### src/rtl/frame_reader.sv
// Streams a frame buffer out as pixel packets with sop/eop tags.
// A credit-checked read pipeline feeds a small FIFO that absorbs downstream back-pressure.
module frame_reader #(
    parameter int IMG_W  = 320,
    parameter int IMG_H  = 240,
    parameter int DW     = 12,
    parameter int AW     = 17,
    parameter int FIFO_D = 4
) (
    input  logic          clk,
    input  logic          reset,
    input  logic          enable,
    output logic [AW-1:0] rdaddress,
    input  logic [DW-1:0] rddata,
    output logic [DW-1:0] data_out,
    output logic          sop_out,
    output logic          eop_out,
    output logic          valid_out,
    input  logic          ready_in,
    output logic          frame_done
);

    localparam int N  = IMG_W * IMG_H;
    localparam int PW = $clog2(FIFO_D);
    localparam logic [AW-1:0] LAST_ADDR = AW'(N - 1);

    localparam logic [1:0] ST_IDLE  = 2'd0;
    localparam logic [1:0] ST_RUN   = 2'd1;
    localparam logic [1:0] ST_DRAIN = 2'd2;

    logic [1:0]    state_q, state_d;
    logic [AW-1:0] addr_q, addr_d;
    logic          in_flight_q, in_flight_d;
    logic          sop_tag_q, sop_tag_d;
    logic          eop_tag_q, eop_tag_d;
    logic [PW-1:0] wr_ptr_q, wr_ptr_d;
    logic [PW-1:0] rd_ptr_q, rd_ptr_d;
    logic [PW:0]   count_q, count_d;
    logic [DW+1:0] fifo_mem_q [FIFO_D];

    logic          empty_s;
    logic          issue_s;
    logic          push_s;
    logic          pop_s;
    logic [PW+1:0] credit_s;
    logic [DW+1:0] head_s;

    assign empty_s  = (count_q == '0);
    // Space must exist for everything already buffered or in flight plus this read.
    assign credit_s = {1'b0, count_q} + {{(PW + 1){1'b0}}, in_flight_q} + (PW + 2)'(1);
    assign issue_s  = (state_q == ST_RUN) && (credit_s <= (PW + 2)'(FIFO_D));
    assign push_s   = in_flight_q;
    assign pop_s    = !empty_s && ready_in;
    assign head_s   = fifo_mem_q[rd_ptr_q];

    // Frame sequencing state machine.
    always_comb begin
        state_d = state_q;
        case (state_q)
            ST_IDLE: begin
                if (enable) state_d = ST_RUN;
                else        state_d = ST_IDLE;
            end
            ST_RUN: begin
                if (issue_s && (addr_q == LAST_ADDR) && !enable) state_d = ST_DRAIN;
                else                                              state_d = ST_RUN;
            end
            ST_DRAIN: begin
                if (empty_s && !in_flight_q) state_d = ST_IDLE;
                else                         state_d = ST_DRAIN;
            end
            default: state_d = ST_IDLE;
        endcase
    end

    // Read address counter and in-flight tag capture.
    always_comb begin
        addr_d      = addr_q;
        in_flight_d = issue_s;
        sop_tag_d   = sop_tag_q;
        eop_tag_d   = eop_tag_q;
        if (issue_s) begin
            sop_tag_d = (addr_q == '0);
            eop_tag_d = (addr_q == LAST_ADDR);
            if (addr_q == LAST_ADDR) addr_d = '0;
            else                     addr_d = addr_q + AW'(1);
        end else begin
            addr_d = addr_q;
        end
    end

    // FIFO pointer and occupancy bookkeeping.
    always_comb begin
        wr_ptr_d = push_s ? wr_ptr_q + PW'(1) : wr_ptr_q;
        rd_ptr_d = pop_s  ? rd_ptr_q + PW'(1) : rd_ptr_q;
        case ({push_s, pop_s})
            2'b10:   count_d = count_q + (PW + 1)'(1);
            2'b01:   count_d = count_q - (PW + 1)'(1);
            default: count_d = count_q;
        endcase
    end

    // Control state registers.
    always_ff @(posedge clk or posedge reset) begin
        if (reset) begin
            state_q     <= ST_IDLE;
            addr_q      <= '0;
            in_flight_q <= 1'b0;
            sop_tag_q   <= 1'b0;
            eop_tag_q   <= 1'b0;
            wr_ptr_q    <= '0;
            rd_ptr_q    <= '0;
            count_q     <= '0;
        end else begin
            state_q     <= state_d;
            addr_q      <= addr_d;
            in_flight_q <= in_flight_d;
            sop_tag_q   <= sop_tag_d;
            eop_tag_q   <= eop_tag_d;
            wr_ptr_q    <= wr_ptr_d;
            rd_ptr_q    <= rd_ptr_d;
            count_q     <= count_d;
        end
    end

    // FIFO storage; contents are never observed while the FIFO is empty, so no reset.
    always_ff @(posedge clk) begin
        if (push_s) fifo_mem_q[wr_ptr_q] <= {sop_tag_q, eop_tag_q, rddata};
    end

    assign rdaddress  = addr_q;
    assign valid_out  = !empty_s;
    assign data_out   = empty_s ? '0   : head_s[DW-1:0];
    assign sop_out    = empty_s ? 1'b0 : head_s[DW+1];
    assign eop_out    = empty_s ? 1'b0 : head_s[DW];
    assign frame_done = pop_s && head_s[DW];

endmodule

### config.mk
export PLATFORM = sky130hd
export DESIGN_NAME = frame_reader
export DESIGN_NICKNAME = d
export VERILOG_FILES = /design/src/rtl/frame_reader.sv
export SDC_FILE = /design/constraint.sdc
export NUM_CORES = 1
export LEC_CHECK = 0
export ABC_AREA = 1
export ABC_CLOCK_PERIOD_IN_PS = 2009
export BUFFER_PORTS_ARGS = -buffer_cell sky130_fd_sc_hd__buf_2
export CELL_PAD_IN_SITES_DETAIL_PLACEMENT = 1
export CELL_PAD_IN_SITES_GLOBAL_PLACEMENT = 1
export CORE_ASPECT_RATIO = 1.1
export CORE_MARGIN = 10
export CORE_UTILIZATION = 30
export CTS_BUF_LIST = sky130_fd_sc_hd__clkbuf_4 sky130_fd_sc_hd__clkbuf_8 sky130_fd_sc_hd__clkbuf_16
export DETAILED_ROUTE_END_ITERATION = 6
export GPL_ROUTABILITY_DRIVEN = 0
export PLACE_DENSITY_LB_ADDON = 0.1
export RECOVER_POWER = 25
export SYNTH_ARGS = -nofsm -noshare
export SYNTH_HDL_FRONTEND = slang
export SYNTH_SLANG_ARGS = --single-unit
### constraint.sdc
create_clock -name clk -period 2.01 [get_ports clk]
set_input_delay 0.3015 -clock clk [delete_from_list [all_inputs] [get_ports clk]]
set_output_delay 0.3015 -clock clk [all_outputs]
set_load 0.01 [all_outputs]
== Word level (Yosys, flattened, before mapping) ==
Memory sizes are Yosys's and may differ from the RTL's.
Cells that the tools add are included.
Word-level totals
  register bits: 29
  bits in writable memories: 56
  input bits: 16
  output and inout port bits: 33
  logic and storage cells: 46
  memories: 1
Cells by class
  $add $sub $neg: 7
  $lt $le $gt $ge: 1
  equal/unequal tests: 5
  mux-type cells: 11
  reductions and logical operators: 13
Memories
  fifo_mem_q: depth 4, bits a word 14, read ports 1, clocked after memory_dff 0, wr ports 1, RTL line 39  | logic [DW+1:0] fifo_mem_q [FIFO_D];
Operator list (count)
  $add 17x1->17 const B: 1
  $eq 17x17->1 const B: 1
  $logic_not 17->1: 1
  $mux 17: 1
  $mux 12: 1
  $logic_and 1x1->1: 6
  $pmux 2 s3: 1
  $pmux 3 s2: 1
  $mux 1: 5
  $add 2x1->2 const B: 2
  $add 3x1->4: 1
  $add 4x1->4 const B: 1
  $eq 2x1->1 const B: 2
  $eq 2x2->1 const B: 2
  $le 4x3->1 const B: 1
  $mux 2: 2
  $add 3x1->3 const B: 1
  $logic_not 1->1: 3
  $logic_not 3->1: 1
  $sub 3x1->3 const B: 1
  $logic_not 2->1: 1
  $reduce_bool 2->1: 1

== Longest topological paths before layout ==
  word-level depth: 8
  gate-level depth with buffers: 14
  mapped depth without buffers: 13

== Least setup slack after synthesis ==
OpenSTA, ideal clock, no wires.
  path kind: register -> register
  start: register in_flight_q
  end: register addr_q[16] (netlist: rdaddress[16])
  setup time: 0.119 ns
  arrival: 1.755 ns
  data required time: 1.891 ns
  setup slack: 0.136 ns
  stages on the path, launching flop included: 14
  path buffers: 1
  period minus slack after synthesis: 1.874 ns
  cell sequence: dfrtp_1 clkbuf_1 inv_1 ha_1 inv_1 ha_1 inv_1 nand2_1 nand2_1 nand2_4 nor2_4 nand2_2 nand2_1 nor2_1
Between the ends
  cells in the longest elaborated chain, start to end: 4
RTL lines
  from (decl): RTL line 33  | logic in_flight_q, in_flight_d;
  from (signal assigned): RTL line 117  | in_flight_q <= in_flight_d;
  $add 3x1->4: RTL line 50  | assign credit_s = {1'b0, count_q} + {{(PW + 1){1'b0}}, in_flight_q} + (PW + 2)'(1);
  $add 4x1->4: RTL line 50
  $le 4x3->1: RTL line 51  | assign issue_s = (state_q == ST_RUN) && (credit_s <= (PW + 2)'(FIFO_D));
  $logic_and 1x1->1: RTL line 51
  to (signal assigned): RTL line 116  | addr_q <= addr_d;
  to (decl): RTL line 32  | logic [AW-1:0] addr_q, addr_d;
No other way between the ends.
A chain may end at the register's enable or synchronous reset.

== Worst setup path after layout ==
  start: register count_q[0]
  end: register addr_q[14] (netlist: rdaddress[14])
Between the ends
  cells in the longest elaborated chain, start to end: 4
RTL lines
  from (decl): RTL line 38  | logic [PW:0] count_q, count_d;
  from (signal assigned): RTL line 122  | count_q <= count_d;
  $add 3x1->4: RTL line 50
  $add 4x1->4: RTL line 50
  $le 4x3->1: RTL line 51
  $logic_and 1x1->1: RTL line 51
No other way between the ends.

==> flow_metrics.py <==
metrics = {
    "sta": {
        "fin_ws_ns": 0.1053,
        "skew_ns": 0.007389,
        "hold_ws_ns": 0.1894,
        "worst_pin_slew_ns": 0.8275,
        "finalCriticalPeriod_ns": 1.905,
        "fmax_mhz": 525.0,
        "finalSetupViolations": 0,
        "maxSlewHeadroom": 0.4483,
        "slew_viol_final": 0,
        "fin_crit_sh": 0.9476,
        "hold_violations": 0,
    },
    "die": {
        "coreArea_um2": 13100,
        "start_util": 0.3045,
        "rows": 44,
        "die_y_um": 141.0,
        "die_x_um": 130.0,
        "io_pins": 49,
        "die-area_um2": 18320,
    },
    "cts": {
        "htree_levels": 3,
        "root_buffer": "clkbuf_16",
        "clk_latency_ns": 0.34,
        "cts.reportedPaths.clkPinSlew_ns": 0.06,
        "cts_buffer_depth": 2,
        "clkSinkCount": 85,
        "postCtsHoldBufs": 0,
        "cts_buffers": 9,
        "cts_tree": "done",
    },
    "critical_path": {
        "reg2reg_from": "count_q[0]$_DFFE_PP0P_",
        "cp_max_fo": 5,
        "crit_path_end_kind": "register",
        "reg2reg_to": "rdaddress[14]$_DFFE_PP0N_",
        "startpoint_type": "register",
        "crit_type": "reg -> reg",
        "cp.arrival_ns": 2.13,
        "reg2reg_depth": 13,
        "cp.required_ns": 2.24,
        "rrSetupSlack_ns": 0.11,
    },
    "global_routing": {
        "grt_pass1_wl_mm": 16.58,
        "overflow": 0,
        "antenna_found_initial": 0,
        "grt_usage": 0.1177,
        "grt_max_degree": 30,
        "grt_pass1_vias": 3193,
    },
    "yosys": {
        "synth_flop_cell": "edfxtp_1",
        "synth_edf_count": 56,
        "synth_seq_cells": 85,
        "post_synth_num_cell_types": 32,
        "syn_nets": 432,
        "synth_top_area_cell": "edfxtp_1",
        "yosys-top-cells-area": "edfxtp_1, dfrtp_1, nor2_1",
        "yosysTopAreaCellShare": 0.4214,
        "ys_top_cells_by_count": "nor2_1, edfxtp_1, nand2_1",
        "ys_seq_area_frac": 0.6033,
        "synthCells": 406,
        "synthArstFlopShare": 0.3412,
        "syn-cell-area_um2": 3990,
        "yosysMostFrequentCell": "nor2_1",
        "synth_area_per_cell_um2": 9.828,
        "yosys_warnings": 0,
    },
    "detailed_routing": {
        "wl_met3_um": 371,
        "vias": 3021,
        "dr.pass1.iters": 4,
        "ant_nets": 0,
        "drt-met1-wl_mm": 4.371,
        "drt_iter0_drc": 101,
        "viasPerCell": 4.706,
        "drc": 0,
        "met2_wirelength_mm": 5.297,
        "wl_mm": 10.26,
        "wire_per_inst_um": 15.97,
        "top_layer": "met4",
    },
    "layout": {
        "stdcell_count": 642,
        "insertedDiodeCount": 0,
        "nFillCells": 1535,
        "drive_above_1_share": 0.1954,
        "fin_nets": 502,
        "syn2layout_area_growth_pct": 21.57,
    },
    "power": {
        "p_leak_nw": 2.090,
        "power_density_nw_per_um2": 1536,
        "ir_drop_mv": 0.4592,
    },
    "hold_path": {
        "hp-class": "in -> async",
    },
    "placed_design": {
        "hpwl_mm": 7.379,
        "port-buffer-count": 48,
        "dp_cells": 619,
        "dpl_worst_slack_ns": 0.06923,
    },
    "outcome": {
        "outcome": "complete, no violations",
    },
    "flow_run": {
        "maxCapViolCount": 0,
    },
}
timing repair:
action	in CTS	in global routing
resized for setup	1	6
setup endpoints to repair	1	20
gates cloned	0	1
pin swaps	0	1
setup buffers	0	6
report_power, final:
| part | total [mW] | leakage, nW | internal (mW) | switching [mW] |
|---|---|---|---|---|
| Sequential | 2.68 | 0.892 | 2.40 | 0.278 |
| Clock | 1.62 | 0.135 | 0.953 | 0.669 |
| Combinational | 3.15 | 1.06 | 1.20 | 1.96 |
| Total | 7.45 | 2.09 | 4.55 | 2.90 |
sequential cells by signal, indices dropped and copies added (netlist names):
register	count
in_flight_q	1
count_q	3
fifo_mem_q	56
wr_ptr_q	2
rdaddress	17
state_q	2
rd_ptr_q	2
sop_tag_q	1
eop_tag_q	1
cell usage in the layout (no fill, tap or decap), types with 2 or more instances in the layout:
| master | netlist | layout |
|---|---|---|
| nand3_2 | 2 | 2 |
| o21ai_0 | 36 | 36 |
| buf_4 | 0 | 17 |
| edfxtp_1 | 56 | 56 |
| nand4_1 | 9 | 9 |
| clkbuf_1 | 4 | 12 |
| nand2_2 | 3 | 5 |
| buf_2 | 4 | 36 |
| nor3_1 | 4 | 4 |
| inv_1 | 40 | 37 |
| ha_1 | 9 | 9 |
| clkinv_2 | 0 | 2 |
| clkinvlp_4 | 0 | 3 |
| a21oi_1 | 20 | 20 |
| nand3_1 | 18 | 18 |
| buf_12 | 0 | 2 |
| inv_2 | 3 | 6 |
| clkbuf_16 | 0 | 9 |
| dfrtp_1 | 29 | 29 |
| o21ai_1 | 4 | 4 |
| nand2_1 | 54 | 53 |
| nor2_1 | 85 | 85 |
| xor2_1 | 8 | 8 |
| nor2_4 | 3 | 3 |
metal layers:
metal / vias to the layer above / GRT usage
met3: 14 / 0.02738
met2: 42 / 0.2061
li1: 1491 / -
met1: 1474 / 0.1323
met5: - / 0
met4: 0 / 0.05213
metrics by stage:
stage / total power [mW] / setup TNS (ns) / util / area (um^2)
floorplan: 4.575 / 0 / - / 3990
CTS: 7.434 / 0 / 0.3666 / 4803
global route: 8.105 / -0.03981 / 0.3702 / 4851
finish: 7.452 / 0 / 0.3702 / 4851
global placement: 5.677 / 0 / 0.3443 / 4512
detailed placement: 5.763 / 0 / 0.3443 / 4512
worst max-delay path: stages, from the launching register on:
cell     delay [ns]
dfrtp_1        0.41
inv_2          0.08
ha_1           0.16
inv_1          0.05
ha_1           0.26
inv_1          0.05
nand2_1        0.05
nand2_2        0.11
nand2_4        0.11
nor2_4         0.20
buf_4          0.15
nand3_1        0.06
nand2_1        0.06
nor2_1         0.04
worst max-delay path by stage:
stage,from,to,slack [ns],depth (start not counted)
after global placement,count_q[0]$_DFFE_PP0P_,rdaddress[11]$_DFFE_PP0N_,0.1,12
after detailed placement,count_q[0]$_DFFE_PP0P_,rdaddress[16]$_DFFE_PP0N_,0.07,12
after floorplan,in_flight_q$_DFF_PP0_,rdaddress[16]$_DFFE_PP0N_,0.14,13
after CTS,rd_ptr_q[1]$_DFFE_PP0P_,frame_done,0.02,6
after global routing,count_q[0]$_DFFE_PP0P_,state_q[0]$_DFF_PP0_,-0.02,13
final,count_q[0]$_DFFE_PP0P_,rdaddress[14]$_DFFE_PP0N_,0.11,13
cell type report:
cell class | instances | area (um^2) | share of cell area
clock buffer | 9 | 225.2 | 0.04643
sequential | 85 | 2407 | 0.4963
tap | 161 | 201.4 | 0.04153
multi-input combinational | 267 | 1365 | 0.2814
timing repair buffer | 70 | 424.2 | 0.08744
inverter | 43 | 161.4 | 0.03327
clock inverter | 7 | 66.31 | 0.01367
cells by family (layout without fill, tap and decap cells):
| logic type | count (synthesis) | in the layout | share of synthesized area |
|---|---|---|---|
| simple gates | 184 | 185 | 0.2060 |
| flops | 85 | 85 | 0.6033 |
| compound gates | 63 | 63 | 0.08091 |
| buf+inv | 55 | 129 | 0.05676 |
| fa+ha+maj | 10 | 10 | 0.03324 |
| xor+xnor | 9 | 9 | 0.01976 |
Note: power is estimated with default switching activity, not from simulation.
